<file path="src/rtl/mem_pkg.sv">
// Shared definitions for the M-stage data-memory access unit.
//   SZ_*    : op_size encodings (3 is treated as word by the users)
//   EXC_*   : CP0 exception codes raised by the unit
//   state_e : access FSM states
package mem_pkg;

  localparam logic [1:0] SZ_B = 2'd0;
  localparam logic [1:0] SZ_H = 2'd1;
  localparam logic [1:0] SZ_W = 2'd2;

  localparam logic [4:0] EXC_ADEL = 5'd4;
  localparam logic [4:0] EXC_ADES = 5'd5;
  localparam logic [4:0] EXC_DBE  = 5'd7;

  typedef enum logic [1:0] {
    IDLE,
    BUSY,
    DONE,
    ERR
  } state_e;

endpackage

</file>
<file path="src/rtl/ld_ext.sv">
// Load-data extractor: picks the addressed byte/half out of a bus word and
// sign- or zero-extends it to 32 bits. Words pass through unchanged.
//   rdata       in  32  word returned by the bus
//   lane        in  2   byte offset of the access within the word
//   size        in  2   SZ_B / SZ_H / word (3 treated as word)
//   is_unsigned in  1   zero-extend instead of sign-extend
//   result      out 32  extended load value
module ld_ext
  import mem_pkg::*;
(
  input  logic [31:0] rdata,
  input  logic [1:0]  lane,
  input  logic [1:0]  size,
  input  logic        is_unsigned,
  output logic [31:0] result
);

  logic [7:0]  byte_v;
  logic [15:0] half_v;

  always_comb begin
    unique case (lane)
      2'd0: byte_v = rdata[7:0];
      2'd1: byte_v = rdata[15:8];
      2'd2: byte_v = rdata[23:16];
      2'd3: byte_v = rdata[31:24];
    endcase

    // Halves are aligned, so only lane[1] selects.
    half_v = lane[1] ? rdata[31:16] : rdata[15:0];

    case (size)
      SZ_B:    result = {{24{byte_v[7] & ~is_unsigned}}, byte_v};
      SZ_H:    result = {{16{half_v[15] & ~is_unsigned}}, half_v};
      default: result = rdata;
    endcase
  end

endmodule

</file>
<file path="src/rtl/mem_access.sv">
// M-stage data-memory access unit. Converts a decoded load/store into a
// req/ack bus transaction, stalls the pipeline while it is outstanding,
// extends load data into DM_M and raises address/bus-error exceptions.
//   clk, reset           clock (rising edge), async active-low reset
//   op_valid/op_we/op_size/op_unsigned/Addr_M/WD_M   decoded M-stage access
//   flush                M-stage flush from CP0
//   bus_req/bus_we/bus_addr/bus_be/bus_wdata         data-bus request (held until ack)
//   bus_ack/bus_rdata    data-bus completion and read word
//   DM_M                 extended load result to MEM/WB
//   stall_M              pipeline freeze request
//   exc_valid/exc_code   exception request to CP0 (AdEL/AdES/DBE)
module mem_access
  import mem_pkg::*;
#(
  parameter logic [31:0] DM_BASE     = 32'h0000_0000,
  parameter logic [31:0] DM_LIMIT    = 32'h0000_2FFF,
  parameter int unsigned BUS_TIMEOUT = 255
) (
  input  logic        clk,
  input  logic        reset,
  input  logic        op_valid,
  input  logic        op_we,
  input  logic [1:0]  op_size,
  input  logic        op_unsigned,
  input  logic [31:0] Addr_M,
  input  logic [31:0] WD_M,
  input  logic        flush,
  output logic        bus_req,
  output logic        bus_we,
  output logic [31:0] bus_addr,
  output logic [3:0]  bus_be,
  output logic [31:0] bus_wdata,
  input  logic        bus_ack,
  input  logic [31:0] bus_rdata,
  output logic [31:0] DM_M,
  output logic        stall_M,
  output logic        exc_valid,
  output logic [4:0]  exc_code
);

  // Timer only needs to reach BUS_TIMEOUT-1.
  localparam int unsigned   TimerW    = (BUS_TIMEOUT > 2) ? $clog2(BUS_TIMEOUT) : 1;
  localparam logic [TimerW-1:0] TimerLast = TimerW'(BUS_TIMEOUT - 1);
  localparam bit            TimeoutEn = (BUS_TIMEOUT != 0);

  state_e            state_q, state_d;
  logic              req_q, req_d;
  logic              we_q, we_d;
  logic [31:0]       addr_q, addr_d;
  logic [3:0]        be_q, be_d;
  logic [31:0]       wdata_q, wdata_d;
  logic [1:0]        size_q, size_d;
  logic              uns_q, uns_d;
  logic [1:0]        lane_q, lane_d;
  logic [31:0]       dm_q, dm_d;
  logic [TimerW-1:0] timer_q, timer_d;
  logic              abort_q, abort_d;

  logic [1:0]  lane;
  logic        misaligned;
  logic [32:0] below_diff;
  logic [32:0] above_diff;
  logic        addr_ok;
  logic        take;
  logic [3:0]  be_n;
  logic [31:0] wdata_n;
  logic [31:0] ld_result;

  assign lane = Addr_M[1:0];

  // 33-bit differences: the borrow bit flags an out-of-window address
  // without a compare that degenerates when DM_BASE is zero.
  assign below_diff = {1'b0, Addr_M} - {1'b0, DM_BASE};
  assign above_diff = {1'b0, DM_LIMIT} - {1'b0, Addr_M};

  always_comb begin
    case (op_size)
      SZ_B:    misaligned = 1'b0;
      SZ_H:    misaligned = lane[0];
      default: misaligned = (lane != 2'd0);
    endcase
  end

  assign addr_ok = !misaligned && !below_diff[32] && !above_diff[32];
  assign take    = (state_q == IDLE) && op_valid && !flush;

  // Store lanes and byte enables; loads use the same enables.
  always_comb begin
    case (op_size)
      SZ_B: begin
        be_n    = 4'b0001 << lane;
        wdata_n = {4{WD_M[7:0]}};
      end
      SZ_H: begin
        be_n    = 4'b0011 << lane;
        wdata_n = {2{WD_M[15:0]}};
      end
      default: begin
        be_n    = 4'b1111;
        wdata_n = WD_M;
      end
    endcase
  end

  ld_ext u_ld_ext (
    .rdata       (bus_rdata),
    .lane        (lane_q),
    .size        (size_q),
    .is_unsigned (uns_q),
    .result      (ld_result)
  );

  always_comb begin
    state_d = state_q;
    req_d   = req_q;
    we_d    = we_q;
    addr_d  = addr_q;
    be_d    = be_q;
    wdata_d = wdata_q;
    size_d  = size_q;
    uns_d   = uns_q;
    lane_d  = lane_q;
    dm_d    = dm_q;
    timer_d = timer_q;
    abort_d = abort_q;

    unique case (state_q)
      IDLE: begin
        if (take && addr_ok) begin
          state_d = BUSY;
          req_d   = 1'b1;
          we_d    = op_we;
          addr_d  = {Addr_M[31:2], 2'b00};
          be_d    = be_n;
          wdata_d = wdata_n;
          size_d  = op_size;
          uns_d   = op_unsigned;
          lane_d  = lane;
          timer_d = '0;
          abort_d = 1'b0;
        end
      end
      BUSY: begin
        timer_d = timer_q + TimerW'(1);
        if (flush) begin
          abort_d = 1'b1;
        end
        if (bus_ack) begin
          req_d   = 1'b0;
          abort_d = 1'b0;
          if (!we_q) begin
            dm_d = ld_result;
          end
          // A flush in the ack cycle itself also suppresses the advance cycle.
          state_d = (abort_q || flush) ? IDLE : DONE;
        end else if (TimeoutEn && (timer_q == TimerLast)) begin
          req_d   = 1'b0;
          abort_d = 1'b0;
          state_d = ERR;
        end
      end
      DONE:    state_d = IDLE;
      ERR:     state_d = IDLE;
      default: state_d = IDLE;
    endcase
  end

  always_comb begin
    stall_M   = 1'b0;
    exc_valid = 1'b0;
    exc_code  = 5'd0;
    unique case (state_q)
      IDLE: begin
        if (take) begin
          if (addr_ok) begin
            stall_M = 1'b1;
          end else begin
            exc_valid = 1'b1;
            exc_code  = op_we ? EXC_ADES : EXC_ADEL;
          end
        end
      end
      BUSY: stall_M = 1'b1;
      ERR: begin
        exc_valid = 1'b1;
        exc_code  = EXC_DBE;
      end
      default: ;
    endcase
  end

  always_ff @(posedge clk or negedge reset) begin
    if (!reset) begin
      state_q <= IDLE;
      req_q   <= 1'b0;
      we_q    <= 1'b0;
      addr_q  <= '0;
      be_q    <= '0;
      wdata_q <= '0;
      size_q  <= '0;
      uns_q   <= 1'b0;
      lane_q  <= '0;
      dm_q    <= '0;
      timer_q <= '0;
      abort_q <= 1'b0;
    end else begin
      state_q <= state_d;
      req_q   <= req_d;
      we_q    <= we_d;
      addr_q  <= addr_d;
      be_q    <= be_d;
      wdata_q <= wdata_d;
      size_q  <= size_d;
      uns_q   <= uns_d;
      lane_q  <= lane_d;
      dm_q    <= dm_d;
      timer_q <= timer_d;
      abort_q <= abort_d;
    end
  end

  assign bus_req   = req_q;
  assign bus_we    = we_q;
  assign bus_addr  = addr_q;
  assign bus_be    = be_q;
  assign bus_wdata = wdata_q;
  assign DM_M      = dm_q;

endmodule

</file>
<file path="config.mk">
export PLATFORM = sky130hd
export DESIGN_NAME = mem_access
export DESIGN_NICKNAME = d
export VERILOG_FILES = /design/src/rtl/mem_pkg.sv /design/src/rtl/ld_ext.sv /design/src/rtl/mem_access.sv
export SDC_FILE = /design/constraint.sdc
export NUM_CORES = 1
export LEC_CHECK = 0
export CORE_MARGIN = 2
export CORE_UTILIZATION = 47
export DETAILED_ROUTE_END_ITERATION = 8
export PLACE_DENSITY_LB_ADDON = 0.3
export SLEW_MARGIN = 20
export SYNTH_ARGS = -nofsm -noshare
export SYNTH_HDL_FRONTEND = slang
export SYNTH_SLANG_ARGS = --single-unit
</file>
<file path="constraint.sdc">
create_clock -name clk -period 7.6 [get_ports clk]
set_clock_uncertainty 0.2 [all_clocks]
set_input_delay 1.9 -clock clk [delete_from_list [all_inputs] [get_ports clk]]
set_output_delay 1.9 -clock clk [all_outputs]
set_load 0.05 [all_outputs]
</file>
**After elaboration in Yosys (flattened, before gate mapping)**

Cells that the tools add are included.
W data, S select, Z words.

- Shift operators: 2
- Equality and inequality tests: 12
- $add $sub $neg: 2
- Bitwise gates (word level): 4
- Reductions and logical operators: 21
- Multiplexer cells: 32

Operator list:

| operator | number |
|---|---|
| $pmux W32 S2 | 2 |
| $sub A14 B32 Y33 const A | 1 |
| $pmux W8 S4 | 1 |
| $mux W16 | 1 |
| $pmux W8 S2 | 1 |
| $mux W1 | 12 |
| $pmux W1 S2 | 5 |
| $reduce_and A3 Y1 | 3 |
| $add A8 B1 Y8 const B | 1 |
| $eq A2 B1 Y1 const B | 4 |
| $eq A2 B2 Y1 const B | 4 |
| $eq A8 B8 Y1 const B | 1 |
| $logic_not A2 Y1 | 4 |
| $mux W2 | 4 |
| $mux W8 | 1 |
| $pmux W4 S2 | 1 |
| $mux W3 | 2 |
| $pmux W2 S3 | 1 |
| $pmux W3 S2 | 1 |
| $reduce_and A2 Y1 | 3 |
| $logic_and A1 B1 Y1 | 4 |
| $ne A4 B4 Y1 const B | 1 |
| $reduce_bool A2 Y1 | 2 |
| $shl A1 B2 Y4 const A | 1 |
| other kinds (8) | 12 |

- Bits in registers: 116
- Word-level logic and storage cells: 85
- Output and inout port bits: 109

**Longest topological paths before layout**

Gate-level depths: netlist of the first run.

- Depth after elaboration: 7
- Gate-level depth with buffers: 9

**Cells and area by module**

Synthesis of the first run repeated with hierarchy kept, for this count alone.

- Cell total of the unflattened synthesis: 592
- Area, all modules: 5947.0 µm²

Modules (own cells, without submodules):

| module | area each (µm²) | seq. area each (µm²) | instances | cells each |
|---|---|---|---|---|
| mem_access | 4963.5 | 2902.8 | 1 | 459 |
| ld_ext | 983.4 | 0.0 | 1 | 133 |

**Least setup slack after synthesis of the first run**

OpenSTA, ideal clock, no wires.

- Path kind: input to output
- Start: input port op_size[1]
- End: output port exc_code[0]
- Buffers on the path: 1
- Required time: 5.500 ns
- Arrival: 3.706 ns
- Slack: 1.794 ns
- Stages: 6
- Cells stage by stage: clkbuf_1 > inv_1 > nor2_1 > or3_1 > a21oi_1 > nor3_1

- Longest elaborated chain between the ends: 7
- Elaborated cells between the ends (all ways): 8
- Those cells by class: eq/ne (1); mux (4); reduce/logical (3)

RTL lines:

| what | RTL line | source |
|---|---|---|
| start: declaration | mem_access.sv:23 | `input logic [1:0] op_size,` |
| $eq A2 B1 Y1 / $logic_not A2 Y1 (equally long branches) | mem_access.sv:77 | `case (op_size)` |
| $pmux W1 S2 * | mem_access.sv:77 |  |
| $logic_not A1 Y1 * | mem_access.sv:84 | `assign addr_ok = !misaligned && !below_diff[32] && !above_diff[32];` |
| $logic_and A1 B1 Y1 * | mem_access.sv:84 |  |
| $mux W3 * | mem_access.sv:175 | `if (addr_ok) begin` |
| $mux W3 * | mem_access.sv:174 | `if (take) begin` |
| $pmux W3 S2 * | mem_access.sv:172 | `unique case (state_q)` |
| end: declaration | mem_access.sv:38 | `output logic [4:0] exc_code` |

Mark *: on every way between the ends. The rest lies on a longest branch, timed or not.

**Worst setup path in the final report of the first run**

Ends and elaborated chain as after synthesis.

==> summary.md, run 1 <==
| Metric | Value |
|---|---|
| Worst Hold Launch | bus_addr[9] |
| Metal3 WL | 1.301 mm |
| Min-Delay Endpoint | bus_addr[9] |
| Post-route ant nets | 0 |
| Die width | 112.0 um |
| Clk slew on worst S/H paths | 50 ps |
| Dominant cell type by area after synthesis | dfrtp_1 |
| WL met2 | 8.111 mm |
| Setup-failing EPs final | 0 |
| Share of cells above drive strength 1 | 5.817% |
| Outcome | complete, no violations |
| Syn Area/Cell | 9.134 um^2 |
| Reg2reg path depth | 7 |
| Largest net degree at the start of global routing | 72 |
| Power Density | 313.9 nW/um^2 |
| Vias/cell | 5.430 |
| Mapped Area | 5480 um^2 |
| # hold bufs at CTS | 0 |
| DRT Wirelength | 16.53 mm |
| Cts bufs inserted | 17 |
| Top_reg_cell synth | dfrtp_1 |
| Fin Hold WS | 263.3 ps |
| Vias in the first global route | 5,189 |
| Maximum fanout along the worst path | 28 |
| DP HPWL | 11.67 mm |
| Row count | 39 |
| Max cap viols | 0 |
| CTS root buf | clkbuf_16 |
| Post-CTS Setup Inserts | 0 |
| Resized cells post-CTS | 0 |
| Via Count | 5,169 |
| Post-synthesis cell type count | 44 |
| Post-Syn Instances | 600 |
| Reg2reg setup slack | 4440 ps |
| Core region area | 11,420 um^2 |
| Pins Over Slew Limit | 0 |
| Hold depth | 2 |
| Crit. End Element | output pin |
| DRT Pass-1 Iters | 5 |
| Worst min path class | flop to flop |
| Crit path DAT | 4310 ps |
| Post-synth top cells | 127 x nand2_1, 116 x dfrtp_1, 53 x nor2_1 |
| Seq/Total Area, Yosys | 52.97% |
| GPL Wtd Cong | 0.8681 |
| TNS Setup | 0 ps |
| Worst Tran Pin Value | 909.0 ps |
| R2R Path Start | state_q[0] |
| Die ar. | 12,540 um^2 |
| Clock sinks | 116 |
| Crit share post-route | 84.37% |
| Die Y | 112.0 um |
| Area Overhead vs Synth | 50.82% |
| Worst Path Required | 5500 ps |
| Worst slew margin | 39.40% |
| Min Tclk post-route | 6412 ps |
| All-layer global routing usage | 26.82% |
| Routed met1 length | 6.673 mm |
| IO buf count | 209 |
| Global route overflow | 0 |
| YS warnings | 0 |
| Max layer used | met4 |
| First-pass GRT wire length | 26.52 mm |
| EDFF count, synth | 0 |
| Max Freq | 0.1560 GHz |
| Initial antenna violation count | 1 |
| Synth top area share | 52.97% |
| Clock Path Buffers | 2 |
| 1st-iter DRT viols | 379 |
| Residual DRC | 0 |
| RSZ-0062 raised after global routing | no |
| Asr flop ratio synth | 100.0% |
| Lkg Pwr | 3.738 nW |
| Hold Vio Cnt, Final | 0 |
| Synth area leaders | dfrtp_1 53%, nand2_1 8.7%, mux2i_1 6.0% |
| Crit path kind | input port to output pin |
| VDD IR-drop max | 287.8 uV |
| Nets | 906 |
| H-tree levels | 4 |
| Boundary Pins | 214 |
| Routed length per placed instance | 17.36 um |
| FF+latch count, synth | 116 |
| CTS tree | done |
| Initial Util | 47.99% |
| Most numerous cell in the Yosys netlist | nand2_1 |
| RR Endpoint | state_q[1] |
| Skew-Pair Late Insertion Delay | 410 ps |
| Startpoint Class | input port |
-- metrics by stage --
step	instance area, um^2	setup slack [ps]	total power, mW	util [%]	instances
final	8265	1188	2.595	72.39	952
after global routing	8265	1081	2.699	72.39	952
after CTS	8263	1245	2.603	72.36	951
after detailed placement	7616	1264	1.730	66.70	919
after global placement	7616	1318	1.702	66.70	919
after floorplan	5492	1794	1.393	-	603
-- worst max-delay path by stage --
stage	startpoint	end	slack [ps]	cells past startpoint
2_1_floorplan	op_size[1]	exc_code[0]	1790	6
3_3_place_gp	op_size[1]	exc_code[0]	1320	8
3_5_place_dp	op_size[1]	exc_code[0]	1260	8
4_1_cts	op_size[1]	exc_code[0]	1250	8
5_1_grt	op_size[1]	exc_code[0]	1080	8
6_report	op_size[1]	exc_code[0]	1190	8
-- sequential cells by signal, summed over array words and instances (netlist names) --
register / flops
DM_M: 32
abort_q: 1
bus_addr: 30
bus_be: 4
bus_req: 1
bus_wdata: 32
bus_we: 1
lane_q: 2
size_q: 2
state_q: 2
timer_q: 8
uns_q: 1
-- worst max-delay path, stage by stage --
cell	delay, ps
clkdlybuf4s50_1	450
buf_4	320
inv_1	150
nor2_1	220
or3_1	140
a21oi_1	70
nor3_1	200
clkdlybuf4s50_1	850
-- cells by family (layout without fill, tap and decap cells) --
family	Yosys count	count (layout)	share of synthesized area [%]
flip-flops	116	116	52.97
multiplexers	35	35	6.644
AO/OA/AOI/OAI	112	112	12.08
adder cells (fa/ha/maj)	6	6	1.370
AND/OR/NAND/NOR	266	266	21.69
other	1	5	0.06843
buffers and inverters	64	269	5.183
-- metal layers --
metal  vias to the layer above  track usage [%]
met3                        32            8.655
met2                       223            43.56
met4                         0            10.98
met1                      2494            33.37
met5                         -                0
li1                       2420                -
-- report_power, final --
group / switching [mW] / internal (mW)
registers: 0.0806 / 0.731
clock network: 0.276 / 0.591
logic: 0.600 / 0.317
total: 0.956 / 1.64
-- cell usage in the layout, fill, tap and decap left out, drive strengths merged, types with 2 or more instances in the layout --
cell type and count:
nor2 53, o21ai 32, buf 10, conb 4, clkinvlp 2, a211o 4
a31oi 3, o22ai 7, and3 3, mux2i 33, nor3 4, clkinv 3
bufinv 4, nand3 38, nor4 5, ha 6, a2111oi 2, nor2b 2
a21oi 44, clkdlybuf4s50 207, dfrtp 116, nand4 3, nand2 127, a22oi 7
and2 18, nand3b 2, o211ai 3, a211oi 2, nor3b 7, a2111o 3
inv 19, clkbuf 24
-- cell type report --
cell class | instances | area, um^2
Antenna cell | 1 | 2.502
Fill cell | 877 | 3153
Tap cell | 143 | 178.9
Clock inverter | 8 | 145.1
Inverter | 20 | 75.07
Timing Repair Buffer | 217 | 2147
Sequential cell | 116 | 2903
Clock buffer | 24 | 501.7
Multi-Input combinational cell | 423 | 2312
Note: power is estimated with default switching activity, not from simulation.
==> inputs of run 2 (changes only) <==
--- a/config.mk
+++ b/config.mk
@@ -6,7 +6,7 @@
 export NUM_CORES = 1
 export LEC_CHECK = 0
 export CORE_MARGIN = 2
-export CORE_UTILIZATION = 47
+export CORE_UTILIZATION = 44
 export DETAILED_ROUTE_END_ITERATION = 8
 export PLACE_DENSITY_LB_ADDON = 0.3
 export SLEW_MARGIN = 20
==> constraint.sdc (replaced) <==
create_clock -name clk -period 5.9 [get_ports clk]
set_clock_uncertainty 0.2 [all_clocks]
set_input_delay 1.475 -clock clk [delete_from_list [all_inputs] [get_ports clk]]
set_output_delay 1.475 -clock clk [all_outputs]
set_load 0.05 [all_outputs]
==> run 2 against run 1 <==
First-iteration DRC count up 55%. Highest routed layer unchanged. Die area rose by 6.6%. Critical path depth decreased by 2. Flip-flop and latch count unchanged. Setup slack worse by 450 ps. Hold slack improved by 2.6 ps. Global-route usage is 1.3 points lower. Sequential share of layout area decreased by 0.18 points. Via count is 1.1% higher. Register-to-register slack got worse by 1700 ps. Clock power grew 22%. Final cell count is 2.6% higher.
==> summary.md, run 2 (same netlist as run 1, synthesis figures left out) <==
| Metric | Value |
|---|---|
| Outcome | complete, no violations |
| DRT Wirelength | 16.61 mm |
| Worst Tran Pin Value | 951.6 ps |
| VDD IR-drop max | 199.6 uV |
| Maximum fanout along the worst path | 3 |
| RSZ-0062 raised after global routing | no |
| Clk slew on worst S/H paths | 50 ps |
| Fin Hold WS | 265.9 ps |
| Hold depth | 2 |
| Initial Util | 45.44% |
| Worst Hold Launch | bus_addr[11] |
| Crit path kind | input port to output pin |
| Fin area | 8308 um^2 |
| Post-CTS Setup Inserts | 0 |
| Reg2reg path depth | 7 |
| Reg2reg setup slack | 2750 ps |
| Residual DRC | 0 |
| Largest net degree at the start of global routing | 72 |
| All-layer global routing usage | 25.52% |
| TNS Setup | 0 ps |
| Worst Path Required | 4220 ps |
| # hold bufs at CTS | 0 |
| Dpl cells | 945 |
| Crit path DAT | 3490 ps |
| First-pass GRT wire length | 26.11 mm |
| Pins Over Slew Limit | 0 |
| Worst slew margin | 36.33% |
| Post-route ant nets | 0 |
| Most frequent cells in the layout | 204 x clkdlybuf4s50_1, 127 x nand2_1, 116 x dfrtp_1 |
| Skew-Pair Late Insertion Delay | 410 ps |
| Max cap viols | 0 |
| RR Endpoint | state_q[1] |
| Crit. End Element | output pin |
| Setup-failing EPs final | 0 |
| Number of diodes | 0 |
| Die ar. | 13,360 um^2 |
| Total power | 3.308 mW |
| Die Y | 115.6 um |
| Share of cells above drive strength 1 | 6.428% |
| Final Non-Filler Cells | 977 |
| Lkg Pwr | 3.741 nW |
| Startpoint Class | input port |
| Nets | 907 |
| Hold Vio Cnt, Final | 0 |
| Boundary Pins | 214 |
| Min Tclk post-route | 5161 ps |
| Vias/cell | 5.348 |
| GPL Wtd Cong | 0.8511 |
| R2R Path Start | state_q[0] |
| Clock sinks | 116 |
| Clock Path Buffers | 2 |
| Crit share post-route | 87.47% |
| Via Count | 5,225 |
| Worst min path class | flop to flop |
| IO buf count | 209 |
| Routed length per placed instance | 17.00 um |
| Row count | 40 |
| DP HPWL | 11.99 mm |
| Min-Delay Endpoint | bus_addr[11] |
| Die width | 115.6 um |
| CTS tree | done |
| Initial antenna violation count | 0 |
| CTS root buf | clkbuf_16 |
| DRT Pass-1 Iters | 5 |
| Most common cell after layout, fill and taps aside | clkdlybuf4s50_1 |
| Cts bufs inserted | 17 |
| Area Overhead vs Synth | 51.60% |
| 1st-iter DRT viols | 587 |
| Resized cells post-CTS | 0 |
| Dpl cell area | 7697 um^2 |
| Core region area | 12,060 um^2 |
| H-tree levels | 4 |
| Vias in the first global route | 5,165 |
| Max Freq | 0.1938 GHz |
| Global route overflow | 0 |
| Power Density | 398.2 nW/um^2 |
[run 2: cell types whose count changed in the layout (fill, tap and decap cells not counted), sizes merged, moves of 3 or more]
cell | previous run | this run
buf | 10 | 14
clkbuf | 24 | 20
clkdlybuf4s50 | 207 | 204
clkinv | 3 | 6
[run 2: power by group]
part	switching [mW]	internal, mW	total (mW)
registers	0.108	0.942	1.05
clock network	0.370	0.686	1.06
logic	0.771	0.432	1.20
total	1.25	2.06	3.31
[run 2: layer usage]
layer | GRT usage (%) | wire (um) | up-vias
met5 | 0 | 0 | -
met1 | 31.51 | 6814 | 2528
met4 | 10.60 | 394 | 0
met3 | 8.525 | 1396 | 35
met2 | 41.25 | 8007 | 242
li1 | - | - | 2420
[run 2: area by class of cell]
type / instances / area, um^2
clock buffer: 20 / 456.7
sequential: 116 / 2903
fill: 926 / 3754
tap: 168 / 210.2
multi-input combinational: 423 / 2312
inverter: 20 / 75.07
clock inverter: 12 / 153.9
timing repair buffer: 218 / 2197
[run 2: how the worst max path moves through the flow]
stage,startpoint,to,slack (ps),depth (start not counted)
2_1_floorplan,op_size[1],exc_code[0],940,6
3_3_place_gp,Addr_M[13],stall_M,830,6
3_5_place_dp,Addr_M[28],stall_M,740,6
4_1_cts,Addr_M[28],stall_M,740,6
5_1_grt,Addr_M[28],stall_M,660,6
6_report,Addr_M[28],stall_M,740,6
[run 2: critical path: stages]
cell             delay, ps
clkdlybuf4s50_1        450
nor4_2                 330
nand4_1                210
or4_2                  720
nand2_1                150
buf_12                 150
[run 2: metrics by stage]
| stage | setup slack, ps | util (%) |
|---|---|---|
| 6_report | 739.4 | 68.88 |
| 5_1_grt | 664.0 | 68.88 |
| 4_1_cts | 743.7 | 68.88 |
| 3_5_place_dp | 741.1 | 63.82 |
| 3_3_place_gp | 832.3 | 63.82 |
| 2_1_floorplan | 944.1 | - |
==> inputs of run 3 (changes only) <==
--- a/config.mk
+++ b/config.mk
@@ -6,7 +6,7 @@
 export NUM_CORES = 1
 export LEC_CHECK = 0
 export CORE_MARGIN = 2
-export CORE_UTILIZATION = 44
+export CORE_UTILIZATION = 35
 export DETAILED_ROUTE_END_ITERATION = 8
 export PLACE_DENSITY_LB_ADDON = 0.3
 export SLEW_MARGIN = 20
==> run 3 against run 2 <==
Setup slack improved by 24 ps. Hold slack got worse by 2.9 ps. Critical endpoint unchanged. Non-clock buffer count down 1. Via count decreased by 2.7%. Critical path depth unchanged. Highest routed layer unchanged. Die area grew 25%. Cell area rose by 0.23%. Sequential share of layout area fell by 0.079 points. Maximum frequency increased by 0.47%. Global-route usage shrank 5.6 points. Register-to-register slack worse by 40 ps.
==> summary.md, run 3 (same netlist as run 1, synthesis figures left out) <==
| Metric | Value |
|---|---|
| Cell internal pwr | 1.997 mW |
| Power Density | 392.3 nW/um^2 |
| # hold bufs at CTS | 0 |
| H-tree levels | 4 |
| Clock sinks | 116 |
| Dpl cell area | 7744 um^2 |
| R2R Path Start | state_q[1] |
| Boundary Pins | 214 |
| Crit path from | Addr_M[24] |
| 1st-iter DRT viols | 438 |
| Initial antenna violation count | 0 |
| Row count | 45 |
| Die width | 129.1 um |
| Vias/cell | 4.990 |
| Clock share of power | 31.2% |
| Clk slew on worst S/H paths | 50 ps |
| Global route overflow | 0 |
| Skew-Pair Late Insertion Delay | 410 ps |
| Vias in the first global route | 5,076 |
| CP Cell Sequence | clkdlybuf4s50_1 > nor4_2 > nand4_1 > or4_2 > nand2_1 > buf_12 |
| Worst Path Required | 4220 ps |
| Pins Over Slew Limit | 0 |
| CTS root buf | clkbuf_16 |
| Worst Tran Pin Value | 969.5 ps |
| Max stage delay on crit path | 750 ps |
| Net switching fraction of the power | 38.87% |
| Post-CTS Setup Inserts | 0 |
| Comb pwr share | 36.9% |
| Maximum fanout along the worst path | 3 |
| Setup-failing EPs final | 0 |
| Via Count | 5,085 |
| Crit path buffers/inverters | 2 |
| Initial Util | 35.92% |
| Most frequent cells in the layout | 204 x clkdlybuf4s50_1, 127 x nand2_1, 116 x dfrtp_1 |
| FILL cells | 1,370 |
| Cts bufs inserted | 17 |
| Crit path capture | stall_M |
| Hold Vio Cnt, Final | 0 |
| IO buf count | 209 |
| Worst min path class | flop to flop |
| Clock Path Buffers | 2 |
| Die Y | 129.1 um |
| CP top delay family | simple AND/OR/NAND/NOR gates |
| Worst path depth | 6 |
| Reg2reg path depth | 7 |
| RR Endpoint | timer_q[3] |
| Fin area | 8327 um^2 |
| Die ar. | 16,670 um^2 |
| Slowest CP cell | or4_2 |
| Crit. End Element | output pin |
| Max cap viols | 0 |
| CTS tree | done |
| Resized cells post-CTS | 0 |
| Sequential group share of total power | 32.0% |
| Lkg Pwr | 3.720 nW |
| Startpoint Class | input port |
| Outcome | complete, no violations |
| DP HPWL | 11.80 mm |
| Crit path kind | input port to output pin |
| TNS Setup | 0 ps |
| Reg2reg setup slack | 2710 ps |
| RSZ-0062 raised after global routing | no |
| Residual DRC | 0 |
| Core region area | 15,260 um^2 |
| Worst slew margin | 35.13% |
| Area Overhead vs Synth | 51.94% |
| First-pass GRT wire length | 25.80 mm |
| Post-route ant nets | 0 |
| All-layer global routing usage | 19.95% |
| GPL Wtd Cong | 0.8396 |
| Largest net degree at the start of global routing | 72 |
| Max Freq | 0.1947 GHz |
| Number of diodes | 0 |
| DRT Wirelength | 16.41 mm |
| Crit path DAT | 3460 ps |
| Nets | 906 |
| Share of cells above drive strength 1 | 6.436% |
| Routed length per placed instance | 16.10 um |
| Crit share post-route | 87.06% |
| Most common cell after layout, fill and taps aside | clkdlybuf4s50_1 |
| Min Tclk post-route | 5136 ps |
| VDD IR-drop max | 247.9 uV |
| DRT Pass-1 Iters | 7 |
| P_sw | 1.270 mW |
-- run 3: cell types whose count changed in the layout (fill, tap and decap cells not counted) --
cell | before | now
buf_4 | 10 | 9
bufinv_16 | 3 | 2
clkbuf_1 | 1 | 0
clkbuf_8 | 2 | 0
inv_6 | 1 | 2
clkinvlp_4 | 3 | 4
clkinv_4 | 2 | 4
-- run 3: worst min-delay path, delay by kind of cell, from the launching register on --
| kind | cells | cell delay (ps) |
|---|---|---|
| DFF | 1 | 340 |
| and+or+nand+nor | 2 | 100 |
-- run 3: worst min path at each step --
stage | start | to | slack (ps) | depth (start not counted)
3_3_place_gp | bus_wdata[3] | bus_wdata[3] | 250 | 2
6_report | bus_addr[5] | bus_addr[5] | 260 | 2
4_1_cts | bus_addr[5] | bus_addr[5] | 270 | 2
5_1_grt | bus_addr[11] | bus_addr[11] | 280 | 2
2_1_floorplan | lane_q[0] | lane_q[0] | 260 | 2
3_5_place_dp | bus_addr[6] | bus_addr[6] | 250 | 2
-- run 3: power by group through the flow --
stage | clock, mW | sequential (mW) | combinational [mW]
6_report | 1.02 | 1.04 | 1.20
5_1_grt | 1.07 | 1.06 | 1.28
4_1_cts | 1.04 | 1.05 | 1.21
3_5_place_dp | 0 | 1.06 | 1.21
3_3_place_gp | 0 | 1.05 | 1.19
2_1_floorplan | 0 | 1.40 | 0.393
-- run 3: metrics by stage --
stage	setup WS (ps)	std cells	hold WS [ps]	utilization [%]	power, mW
after detailed placement	772.6	987	254.4	50.75	2.264
after CTS	765.4	1019	267.6	54.57	3.292
final	763.6	1019	263.0	54.57	3.267
after global placement	781.2	987	249.5	50.75	2.235
after floorplan	944.1	603	261.2	-	1.794
after global routing	667.1	1019	281.6	54.57	3.414
-- run 3: cell type report --
cell class | instances | area [um^2] | share of cell area (%)
multi-input cells | 423 | 2312 | 27.77
clock buffers | 17 | 425.4 | 5.109
repair buffers | 217 | 2190 | 26.30
flip-flops and latches | 116 | 2903 | 34.86
inverters | 20 | 75.07 | 0.9016
well taps | 211 | 264.0 | 3.171
clock inverters | 15 | 157.7 | 1.893
-- run 3: layer usage --
| layer | global-route usage, % | vias up | share of wire, % |
|---|---|---|---|
| li1 | - | 2420 | - |
| met4 | 7.289 | 0 | 1.4 |
| met1 | 24.72 | 2416 | 43 |
| met5 | 0 | - | 0 |
| met3 | 6.647 | 27 | 8.6 |
| met2 | 32.57 | 222 | 47 |
